### src/rtl/bus_arbiter_n.sv
// Multi-core memory bus arbiter with snoop broadcast, cache-to-cache
// forwarding, block write-back and single-word instruction fetch.
module bus_arbiter_n #(
  parameter int unsigned CPUS        = 2,
  parameter int unsigned ADDR_W      = 32,
  parameter int unsigned WORD_W      = 32,
  parameter int unsigned BLOCK_WORDS = 2
) (
  input  logic                     CLK,
  input  logic                     RST,
  input  logic [CPUS-1:0]          iREN,
  input  logic [CPUS*ADDR_W-1:0]   iaddr,
  output logic [CPUS-1:0]          iwait,
  output logic [CPUS*WORD_W-1:0]   iload,
  input  logic [CPUS-1:0]          dREN,
  input  logic [CPUS-1:0]          dWEN,
  input  logic [CPUS*ADDR_W-1:0]   daddr,
  input  logic [CPUS*WORD_W-1:0]   dstore,
  output logic [CPUS-1:0]          dwait,
  output logic [CPUS*WORD_W-1:0]   dload,
  input  logic [CPUS-1:0]          cctrans,
  input  logic [CPUS-1:0]          ccwrite,
  output logic [CPUS-1:0]          ccwait,
  output logic [CPUS-1:0]          ccinv,
  output logic [CPUS*ADDR_W-1:0]   ccsnoopaddr,
  output logic                     ramREN,
  output logic                     ramWEN,
  output logic [ADDR_W-1:0]        ramaddr,
  output logic [WORD_W-1:0]        ramstore,
  input  logic [WORD_W-1:0]        ramload,
  input  logic [1:0]               ramstate
);

  localparam int unsigned IDX_W = (CPUS > 1) ? $clog2(CPUS) : 1;
  localparam int unsigned CNT_W = $clog2(BLOCK_WORDS + 1);
  localparam logic [1:0]  RAM_ACCESS = 2'd2;

  typedef enum logic [2:0] {
    IDLE   = 3'd0,
    SNOOP  = 3'd1,
    RAMRD  = 3'd2,
    C2C    = 3'd3,
    WB     = 3'd4,
    IFETCH = 3'd5
  } state_t;

  state_t           state_q, state_d;
  logic [IDX_W-1:0] grant_q, grant_d;
  logic [IDX_W-1:0] supplier_q, supplier_d;
  logic [IDX_W-1:0] dptr_q, dptr_d;
  logic [IDX_W-1:0] iptr_q, iptr_d;
  logic [CNT_W-1:0] cnt_q, cnt_d;

  // Per-core views of the flattened buses
  logic [ADDR_W-1:0] iaddr_a       [CPUS];
  logic [ADDR_W-1:0] daddr_a       [CPUS];
  logic [WORD_W-1:0] dstore_a      [CPUS];
  logic [WORD_W-1:0] dload_a       [CPUS];
  logic [WORD_W-1:0] iload_a       [CPUS];
  logic [ADDR_W-1:0] ccsnoopaddr_a [CPUS];

  logic             d_any, i_any, s_hit;
  logic [IDX_W-1:0] d_pick, i_pick, s_pick;
  logic             access;
  logic             last_word;
  logic             grant_req;
  logic             word_ok;

  for (genvar k = 0; k < CPUS; k++) begin : g_core
    assign iaddr_a[k]  = iaddr[k*ADDR_W +: ADDR_W];
    assign daddr_a[k]  = daddr[k*ADDR_W +: ADDR_W];
    assign dstore_a[k] = dstore[k*WORD_W +: WORD_W];
    assign dload[k*WORD_W +: WORD_W]        = dload_a[k];
    assign iload[k*WORD_W +: WORD_W]        = iload_a[k];
    assign ccsnoopaddr[k*ADDR_W +: ADDR_W]  = ccsnoopaddr_a[k];
  end

  // Core index offset positions after base, wrapping modulo CPUS
  function automatic logic [IDX_W-1:0] ring(input logic [IDX_W-1:0] base,
                                            input int unsigned       off);
    return IDX_W'((32'(base) + off) % CPUS);
  endfunction

  // Round-robin successor used for both pointers
  function automatic logic [IDX_W-1:0] inc_wrap(input logic [IDX_W-1:0] x);
    if (32'(x) >= CPUS - 1) return '0;
    return x + IDX_W'(1);
  endfunction

  assign access    = (ramstate == RAM_ACCESS);
  assign last_word = (cnt_q == CNT_W'(BLOCK_WORDS - 1));
  assign word_ok   = grant_req && access;

  // Whether the granted core still holds the request being serviced
  always_comb begin
    grant_req = 1'b0;
    case (state_q)
      RAMRD, C2C: grant_req = dREN[grant_q];
      WB:         grant_req = dWEN[grant_q];
      IFETCH:     grant_req = iREN[grant_q];
      default:    grant_req = 1'b0;
    endcase
  end

  // Round-robin pickers for data, instruction and snoop-supplier search
  always_comb begin
    d_any  = 1'b0;
    d_pick = dptr_q;
    i_any  = 1'b0;
    i_pick = iptr_q;
    s_hit  = 1'b0;
    s_pick = grant_q;
    for (int unsigned i = 0; i < CPUS; i++) begin
      if (!d_any && (dREN[ring(dptr_q, i)] || dWEN[ring(dptr_q, i)])) begin
        d_any  = 1'b1;
        d_pick = ring(dptr_q, i);
      end
      if (!i_any && iREN[ring(iptr_q, i)]) begin
        i_any  = 1'b1;
        i_pick = ring(iptr_q, i);
      end
    end
    for (int unsigned i = 1; i < CPUS; i++) begin
      if (!s_hit && cctrans[ring(grant_q, i)] && ccwrite[ring(grant_q, i)]) begin
        s_hit  = 1'b1;
        s_pick = ring(grant_q, i);
      end
    end
  end

  // Next-state and bus-output decode
  always_comb begin
    state_d    = state_q;
    grant_d    = grant_q;
    supplier_d = supplier_q;
    cnt_d      = cnt_q;
    dptr_d     = dptr_q;
    iptr_d     = iptr_q;
    iwait      = '1;
    dwait      = '1;
    ccwait     = '0;
    ccinv      = '0;
    ramREN     = 1'b0;
    ramWEN     = 1'b0;
    ramaddr    = '0;
    ramstore   = '0;
    for (int unsigned k = 0; k < CPUS; k++) begin
      dload_a[k]       = ramload;
      iload_a[k]       = ramload;
      ccsnoopaddr_a[k] = '0;
    end

    // Other cores are held off and snooped for the whole read transaction
    if (state_q inside {SNOOP, RAMRD, C2C}) begin
      for (int unsigned k = 0; k < CPUS; k++) begin
        if (IDX_W'(k) != grant_q) begin
          ccwait[k]        = 1'b1;
          ccsnoopaddr_a[k] = daddr_a[grant_q];
          ccinv[k]         = cctrans[grant_q] && ccwrite[grant_q];
        end
      end
    end

    case (state_q)
      IDLE: begin
        if (d_any) begin
          grant_d = d_pick;
          cnt_d   = '0;
          state_d = dWEN[d_pick] ? WB : SNOOP;
        end else if (i_any) begin
          grant_d = i_pick;
          state_d = IFETCH;
        end
      end
      SNOOP: begin
        if (s_hit) begin
          supplier_d = s_pick;
          state_d    = C2C;
        end else begin
          state_d = RAMRD;
        end
      end
      RAMRD: begin
        ramREN  = 1'b1;
        ramaddr = daddr_a[grant_q];
        if (word_ok) dwait[grant_q] = 1'b0;
      end
      C2C: begin
        dload_a[grant_q] = dstore_a[supplier_q];
        ramWEN           = 1'b1;
        ramaddr          = daddr_a[grant_q];
        ramstore         = dstore_a[supplier_q];
        if (word_ok) begin
          dwait[grant_q]    = 1'b0;
          dwait[supplier_q] = 1'b0;
        end
      end
      WB: begin
        ramWEN   = 1'b1;
        ramaddr  = daddr_a[grant_q];
        ramstore = dstore_a[grant_q];
        if (word_ok) dwait[grant_q] = 1'b0;
      end
      IFETCH: begin
        ramREN  = 1'b1;
        ramaddr = iaddr_a[grant_q];
        if (word_ok) iwait[grant_q] = 1'b0;
        if (!grant_req || access) begin
          state_d = IDLE;
          iptr_d  = inc_wrap(grant_q);
        end
      end
      default: state_d = IDLE;
    endcase

    // Block transfer progress: abort on dropped request, finish on last word
    if (state_q inside {RAMRD, C2C, WB}) begin
      if (!grant_req || (access && last_word)) begin
        state_d = IDLE;
        cnt_d   = '0;
        dptr_d  = inc_wrap(grant_q);
      end else if (access) begin
        cnt_d = cnt_q + CNT_W'(1);
      end
    end
  end

  // State and arbitration registers
  always_ff @(posedge CLK or posedge RST) begin
    if (RST) begin
      state_q    <= IDLE;
      grant_q    <= '0;
      supplier_q <= '0;
      cnt_q      <= '0;
      dptr_q     <= '0;
      iptr_q     <= '0;
    end else begin
      state_q    <= state_d;
      grant_q    <= grant_d;
      supplier_q <= supplier_d;
      cnt_q      <= cnt_d;
      dptr_q     <= dptr_d;
      iptr_q     <= iptr_d;
    end
  end

endmodule

### config.mk
export PLATFORM = sky130hd
export DESIGN_NAME = bus_arbiter_n
export DESIGN_NICKNAME = d
export VERILOG_FILES = /design/src/rtl/bus_arbiter_n.sv
export SDC_FILE = /design/constraint.sdc
export NUM_CORES = 1
export LEC_CHECK = 0
export CAP_MARGIN = 20
export CORE_AREA = 10 10 190 192
export CTS_CLUSTER_DIAMETER = 150
export DETAILED_ROUTE_END_ITERATION = 12
export DIE_AREA = 0 0 200 202
export GPL_TIMING_DRIVEN = 0
export PLACE_DENSITY = 0.47
export SLEW_MARGIN = 10
export SYNTH_ARGS = -nofsm -noshare
export SYNTH_HDL_FRONTEND = slang
export SYNTH_SLANG_ARGS = --single-unit
### constraint.sdc
create_clock -name CLK -period 5.2 [get_ports CLK]
set_input_delay 0.52 -clock CLK [delete_from_list [all_inputs] [get_ports CLK]]
set_output_delay 0.52 -clock CLK [all_outputs]
set_load 0.005 [all_outputs]
After elaboration in Yosys (flattened, before gate mapping)
Cells that the tools add are included.
{"block": "word_totals", "reg_bits": 9, "latch_bits": 0, "mem_bits_rw": 0, "romBits": 0, "output_inout_bits": 266, "memories": 0}
{"block": "op_classes", "add_sub_neg": 5, "n_mul": 0, "div_mod_pow": 0, "magnitude_cmp": 14, "n_eq_ne": 7, "shift": 0, "n_mux": 97, "bitwise_logic": 5, "reduce_logical": 29}
{"operator": "32-bit two-way mux", "count": 15}
{"operator": "64-bit two-way mux", "count": 2}
{"operator": "32-bit one-hot mux with 2 select lines", "count": 2}
{"operator": "64-bit bitwise mux", "count": 1}
{"operator": "1-bit two-way mux", "count": 55}
{"operator": "32-bit demux with 1-bit select", "count": 1}
{"operator": "2-bit two-way mux", "count": 10}
{"operator": "3-bit two-way mux", "count": 6}
{"operator": "1-bit by 2-bit less-than comparator with 1-bit output (second input constant)", "count": 8}
{"operator": "3-bit one-hot mux with 4 select lines", "count": 1}
{"operator": "1-bit logical AND", "count": 9}
{"operator": "2-bit AND reduction", "count": 4}
{"operator": "2-bit OR reduction", "count": 4}
{"operator": "3-bit by 2-bit == test with 1-bit output (second input constant)", "count": 2}
{"operator": "3-bit == test (second input constant)", "count": 2}
{"operator": "3-bit nonzero test", "count": 2}
{"operator": "1-bit adder (second input constant)", "count": 4}
{"operator": "2-bit >= comparator (second input constant)", "count": 2}
{"operator": "1-bit logical OR", "count": 4}
{"operator": "1-bit NOT with 2-bit output", "count": 2}
{"operator": "2-bit NOT", "count": 2}
{"operator": "2-bit one-hot mux with 2 select lines", "count": 1}
{"operator": "3-bit by 1-bit == test with 1-bit output (second input constant)", "count": 1}
{"operator": "1-bit >= comparator (second input constant)", "count": 3}
{"operator": "other kinds (11)", "count": 14}

Logic depth before layout (Yosys ltp)
Gate-level depths: netlist of the first run.
{"block": "logic_depth", "word_depth": 14, "mapped_depth": 6, "mapped_depth_nobuf": 5}

Worst setup path before layout of the first run
OpenSTA, ideal clock, no wires.
{"block": "synth_timing", "kind": "register -> output", "from": "register state_q[0]", "to": "output port ramstore[0]", "arrival_time_ns": 1.439, "t_required_ns": 4.680, "path_slack_ns": 3.241, "stages_incl_launch_ff": 7, "n_path_buf": 2, "path_cell_list": "dfrtp_1 -> buf_2 -> nor2_2 -> nand2_1 -> o22ai_1 -> buf_2 -> a22o_1"}
{"block": "synth_between", "elab_chain_cells": 2, "word_cells_on_any_way": 3}
{"element": "start, declared", "line_no": "47", "text": "state_t state_q, state_d;"}
{"element": "start signal, assigned", "line_no": "238", "text": "state_q <= state_d;"}
{"element": "3-bit == test or 3-bit by 2-bit == test with 1-bit output (tied branches)", "line_no": "164", "text": "case (state_q)"}
{"element": "32-bit one-hot mux with 2 select lines *", "line_no": "164"}
{"element": "end, declared", "line_no": "29", "text": "output logic [WORD_W-1:0] ramstore,"}
Every way passes the cells marked *; elsewhere a longest branch is shown, timed or not.

Worst setup path in the final report of the first run
{"block": "layout_timing", "from": "register grant_q", "to": "output port ccsnoopaddr[15]"}
{"block": "layout_between", "elab_chain_cells": 6}
{"element": "start, declared", "line_no": "48", "text": "logic [IDX_W-1:0] grant_q, grant_d;"}
{"element": "start signal, assigned", "line_no": "239", "text": "grant_q <= grant_d;"}
{"element": "1-bit NOT with 2-bit output (not written as such)", "line_no": "158", "text": "ccsnoopaddr_a[k] = daddr_a[grant_q];"}
{"element": "32-bit two-way mux (not written as such) (3 in a row)", "line_no": "158"}
{"element": "32-bit two-way mux *", "line_no": "156", "text": "if (IDX_W'(k) != grant_q) begin"}
{"element": "64-bit two-way mux *", "line_no": "154", "text": "if (state_q inside {SNOOP, RAMRD, C2C}) begin"}
{"element": "end, declared", "line_no": "25", "text": "output logic [CPUS*ADDR_W-1:0] ccsnoopaddr,"}
Every way passes the cells marked *; elsewhere a longest branch is shown, timed or not. The select of a mux whose other input is x is not followed.

==> flow_metrics.tcl, run 1 <==
set metrics [dict create \
    p_sw_mw 1.34 \
    port_buffers 503 \
    grt-ovfl-total 0 \
    async_flop_share 1.00 \
    postSynthCellCount 563 \
    reg2reg_slack_ns 3.30 \
    die_w_microns 200 \
    pre_cts_ws_ns 1.72 \
    final_cell_area_sq_um 9580 \
    grt_usage 0.164 \
    initial_utilization 0.121 \
    wl_per_cell_microns 23.8 \
    post-cts-setup-buffer-count 0 \
    period_share 0.685 \
    clkPwrFrac 0.047 \
    synthMostInstantiatedCell "mux2i_1" \
    worst_slack_ns 1.64 \
    tightest_slew_ns 0.882 \
    worstPathArrival_ns 3.04 \
    numClockSinks 9 \
    yosysSeqAreaShare 0.0578 \
    finClkSkew_ns 0.00263 \
    final_nets 1311 \
    hold_depth 1 \
    drtIter0Drc 213 \
    power_frac_seq 0.041 \
    power_frac_comb 0.912 \
    synth_top_area_frac 0.247 \
    start_kind "flip-flop" \
    final-setup-viol-count 0 \
    power.leakage_nw 3.97 \
    fin_crit_ns 3.56 \
    finalHoldWorstSlack_ns 0.530 \
    cts_max_level 1 \
    dr.pass1.iters 4 \
    finalPower_mw 2.90 \
    place_inst 1509 \
    post_cts_resize_count 0 \
    p_int_mw 1.56 \
    drive_gt1_frac 0.102 \
    critical_path_peak_fanout 10 \
    drt_wl_total_mm 36.0 \
    netlist_top_cells_count "96 x mux2i_1, 67 x and2_1, 65 x buf_4" \
    outcome "finished, final reports clean" \
    synth_seq_cells 9 \
    yosysWarnings 0 \
    num_io_pins 504 \
    cts_buffers 3 \
    stdcell_count 1514 \
    finalMaxSlewViolations 0 \
    place_area_sq_um 9500 \
    antenna_found_initial 3 \
    synth_edf_count 0 \
    area_growth_pct 146 \
    die_height_microns 202 \
    synth_area_leaders "mux2i_1 25%, buf_4 13%, and2_1 11%" \
    grt_start_max_net_pins 11 \
    setup-tns-final_ns 0 \
    route.detailed.drc 0 \
    cts_tree "built" \
    place_hpwl_mm 31.7 \
    synthFlopType "dfrtp_1" \
    clock_latency_ns 0.23 \
    cap_violations 0 \
    grt_pass1_wl_mm 49.1 \
    synth_cell_types 40 \
    syn-num-nets 802 \
    yosys.area.top_type "mux2i_1" \
    reg2reg_depth 5 \
    path_clk_slew_ns 0.04 \
    min_path_type "flip-flop to flip-flop" \
    place_congestion 0.829 \
    rows 66 \
    die_area_sq_um 40400 \
    grt_pass1_vias 6676 \
    postRouteAntennaNets 0 \
    clockRootBuffer "clkbuf_16" \
    swShare 0.463 \
    core-area_sq_um 32300 \
    power_density_nw_per_um2 302 \
    critPathCaptureType "primary output" \
    netlist_area_sq_um 3890 \
    routed-via-count 6185 \
    crit_required_ns 4.68 \
    utilization 0.297 \
    finalHoldViolCount 0 \
    avgSynthCellArea_sq_um 6.92 \
    viasPerCell 4.09 \
    rsz0062_at_grt "false" \
    irDropWorstVdd_mv 0.135 \
    fmax_mhz 281 \
    worstSetupPathType "flip-flop to primary output" \
    holdBufCountCts 0 \
    relSlewSlack 0.412 \
    clockBufferDepth 2 \
]
## cells in the final DEF, fill, tap and decap left out, types with 2 or more instances in the layout
cell / count
dfrtp_1: 9
nor4_1: 2
a21oi_2: 2
and3b_1: 2
buf_2: 27
clkbuf_16: 3
a21oi_1: 41
o22ai_1: 36
a22o_1: 34
inv_1: 3
clkbuf_1: 15
clkdlybuf4s50_1: 503
nand2_1: 42
o21ai_0: 37
a2111oi_0: 2
buf_1: 5
buf_4: 66
mux2i_1: 96
nand3b_1: 3
or3_1: 2
nor3_2: 2
nor2b_1: 2
nor2_2: 2
nand3_1: 4
and2_1: 67
nand2b_1: 4
mux2_2: 5
nor2_1: 41
## layout make-up
type                       count  area (sq um)
tap                          442           553
timing repair buffer         504          5040
fill                        3512         22700
buffer                       111           694
inverter                       3          11.3
sequential                     9           225
antenna                        1          2.50
clock buffer                   4          78.8
multi-input combinational    440          2970
## registers in the layout, indices dropped and copies added, names as in the netlist
| name | count |
|---|---|
| supplier_q | 1 |
| iptr_q | 1 |
| cnt_q | 2 |
| dptr_q | 1 |
| grant_q | 1 |
| state_q | 3 |
## critical path: stages (launching register included)
cell,delay (ns)
dfrtp_1,0.31
buf_2,0.21
inv_1,0.18
nor3_2,0.68
clkbuf_1,0.65
and2_1,0.22
clkdlybuf4s50_1,0.54
## kinds of logic (layout without fill, tap and decap cells)
kind of cell | Yosys count | after routing | share of synthesized area
other cells | 0 | 1 | 0
buf+inv | 114 | 622 | 0.181
simple gates | 178 | 178 | 0.237
mux | 101 | 101 | 0.261
fa+ha+maj | 1 | 1 | 0.00321
flops | 9 | 9 | 0.0578
compound gates | 160 | 160 | 0.260
## routing by layer
metal  part of all wire  GRT usage
met4              0.015     0.0300
met3               0.11     0.0553
met2               0.53      0.320
met5            0.00031          0
met1               0.35      0.163
## final timing paths
path	start	end
max	grant_q	ccsnoopaddr[15]
min	iptr_q	iptr_q
max reg2reg	grant_q	dptr_q
min reg2reg	iptr_q	iptr_q
max in group asynchronous	RST	supplier_q
min in group asynchronous	RST	cnt_q[1]
## power groups by stage
| stage | clock network (mW) | registers, mW | logic (mW) |
|---|---|---|---|
| after floorplan | 0 | 0.111 | 1.15 |
| final | 0.136 | 0.119 | 2.64 |
| after detailed placement | 0 | 0.120 | 2.70 |
| after CTS | 0.138 | 0.119 | 2.72 |
| after global routing | 0.144 | 0.123 | 2.83 |
| after global placement | 0 | 0.119 | 2.70 |
Note: power is estimated with default switching activity, not from simulation.
==> run 2: changes to the inputs <==
--- a/config.mk
+++ b/config.mk
@@ -6,12 +6,12 @@
 export NUM_CORES = 1
 export LEC_CHECK = 0
 export CAP_MARGIN = 20
-export CORE_AREA = 10 10 190 192
+export CORE_AREA = 10 10 188 190
 export CTS_CLUSTER_DIAMETER = 150
 export DETAILED_ROUTE_END_ITERATION = 12
-export DIE_AREA = 0 0 200 202
+export DIE_AREA = 0 0 198 200
 export GPL_TIMING_DRIVEN = 0
-export PLACE_DENSITY = 0.47
+export PLACE_DENSITY = 0.49
 export SLEW_MARGIN = 10
 export SYNTH_ARGS = -nofsm -noshare
 export SYNTH_HDL_FRONTEND = slang
==> constraint.sdc (replaced) <==
create_clock -name CLK -period 2.88 [get_ports CLK]
set_input_delay 0.288 -clock CLK [delete_from_list [all_inputs] [get_ports CLK]]
set_output_delay 0.288 -clock CLK [all_outputs]
set_load 0.005 [all_outputs]
==> run 2 against run 1 <==
Against the previous run: register-to-register slack got worse by 2.3 ns; setup slack worse by 1.5 ns; global-route usage about the same; final cell count is 1.9% lower; combinational power is 87% higher; sequential power rose by 86%; count of clock-buffer cells in the layout stayed put; wire length is 1.5% lower; clock power up 89%; first-iteration DRC count shrank 46%.
==> flow_metrics.tcl, run 2 (synthesized netlist as in run 1, its figures left out) <==
set metrics [dict create \
    rsz0062_at_grt "false" \
    final-setup-viol-count 0 \
    port_buffers 503 \
    finalHoldViolCount 0 \
    crit_required_ns 2.59 \
    drt_wl_total_mm 35.4 \
    cts_max_level 1 \
    worstSetupPathType "flip-flop to primary output" \
    viasPerCell 4.26 \
    irDropWorstVdd_mv 0.218 \
    grt_pass1_wl_mm 48.5 \
    fmax_mhz 362 \
    mostFrequentLayoutCells "498 x clkdlybuf4s50_1, 93 x mux2i_1, 82 x buf_4" \
    die_area_sq_um 39600 \
    grt_pass1_vias 6802 \
    final_nets 1323 \
    period_share 0.959 \
    critical_path_peak_fanout 10 \
    clockRootBuffer "clkbuf_16" \
    power.leakage_nw 4.14 \
    place_congestion 0.825 \
    postRouteAntennaNets 0 \
    cap_violations 0 \
    core-area_sq_um 31400 \
    grt_start_max_net_pins 11 \
    largest_register_ffs 3 \
    min_path_type "input pin to asynchronous set/reset pin" \
    fillers 3355 \
    fin_crit_ns 2.76 \
    worstPathArrival_ns 2.47 \
    num_io_pins 504 \
    cts_tree "built" \
    route.detailed.drc 0 \
    final_common_cell "clkdlybuf4s50_1" \
    die_w_microns 198 \
    reg_top3 "state_q x3, cnt_q x2" \
    top_register "state_q" \
    clockBufferDepth 2 \
    die_height_microns 200 \
    grt_usage 0.164 \
    finClkSkew_ns 0.00414 \
    dr.pass1.iters 4 \
    clock_latency_ns 0.24 \
    finalPower_mw 5.40 \
    area_growth_pct 152 \
    finalMaxSlewViolations 0 \
    reg2reg_from "grant_q" \
    initial_utilization 0.124 \
    power_density_nw_per_um2 551 \
    reg2reg_to "dptr_q" \
    critPathCaptureType "primary output" \
    reg2reg_depth 5 \
    wl_per_cell_microns 23.9 \
    place_hpwl_mm 31.2 \
    drive_gt1_frac 0.138 \
    start_kind "flip-flop" \
    antenna_found_initial 0 \
    cp-endpoint "ramstore[16]" \
    grt-ovfl-total 0 \
    relSlewSlack 0.537 \
    num_antenna_cells 0 \
    cts_buffers 3 \
    outcome "finished, final reports clean" \
    holdBufCountCts 0 \
    reg2reg_slack_ns 0.96 \
    routed-via-count 6328 \
    tightest_slew_ns 0.687 \
    numClockSinks 9 \
    utilization 0.313 \
    rows 65 \
    path_clk_slew_ns 0.04 \
    crit_start "state_q[1]" \
    drtIter0Drc 115 \
]
-- run 2: changes by cell type in the layout (fill, tap and decap cells not counted), sizes merged --
cell,before,now
buf,98,107
clkdlybuf4s50,503,498
dlymetal6s2s,0,3
clkbuf,18,20
dlygate4sd2,0,2
clkdlybuf4s15,0,1
diode,1,0
-- run 2: final cells by class --
cell class,instances,area (sq um),share of cell area
buffer,109,762,0.0776
clock buffer,4,78.8,0.00803
inverter,3,11.3,0.00115
multi-input combinational,440,3050,0.311
sequential,9,226,0.0231
tap,402,503,0.0513
timing repair buffer,518,5180,0.528
-- run 2: critical path: stages, from the launching register on --
cell,delay [ns]
dfrtp_1,0.43
buf_4,0.21
nor2_4,0.19
nand2_2,0.13
o22ai_4,0.32
buf_6,0.20
a22o_1,0.17
clkdlybuf4s50_1,0.57
-- run 2: metrics by stage --
stage | cell area, sq um | setup TNS (ns) | hold slack, ns | cells | setup slack, ns
floorplan | 3890 | 0 | 0.116 | 563 | 1.15
global placement | 9430 | -25.93 | 0.542 | 1468 | -0.578
detailed placement | 9450 | -5.29 | 0.541 | 1469 | -0.227
CTS | 9720 | -1.06 | 0.346 | 1484 | -0.132
global route | 9810 | 0 | 0.378 | 1485 | 0.00375
finish | 9810 | 0 | 0.333 | 1485 | 0.118
-- run 2: what timing repair did --
item / in CTS / in global routing
pin swaps: 3 / 2
gates resized for setup: 34 / 39
setup endpoints to repair: 152 / 105
buffers inserted: 11 / 3
-- run 2: routing by layer --
layer	vias to the layer above	global-route usage	share of wire	wire, microns
met4	0	0.0196	0.012	415
met5	-	0	0	0
met1	2978	0.160	0.35	12400
met3	14	0.0588	0.097	3450
li1	3011	-	-	-
met2	325	0.330	0.54	19200
-- run 2: worst min-delay path by stage --
stage / start / to / slack [ns] / cells past startpoint
finish: RST / cnt_q[1] / 0.33 / 2
detailed placement: iptr_q / iptr_q / 0.54 / 1
global route: RST / cnt_q[1] / 0.38 / 2
global placement: iptr_q / iptr_q / 0.54 / 1
floorplan: RST / cnt_q[0] / 0.12 / 1
CTS: RST / cnt_q[1] / 0.35 / 2
-- run 2: where the power goes --
| group | internal [mW] | total (mW) | switching, mW |
|---|---|---|---|
| Clock | 0.186 | 0.257 | 0.0707 |
| Combinational | 2.61 | 4.93 | 2.31 |
| Sequential | 0.175 | 0.221 | 0.0464 |
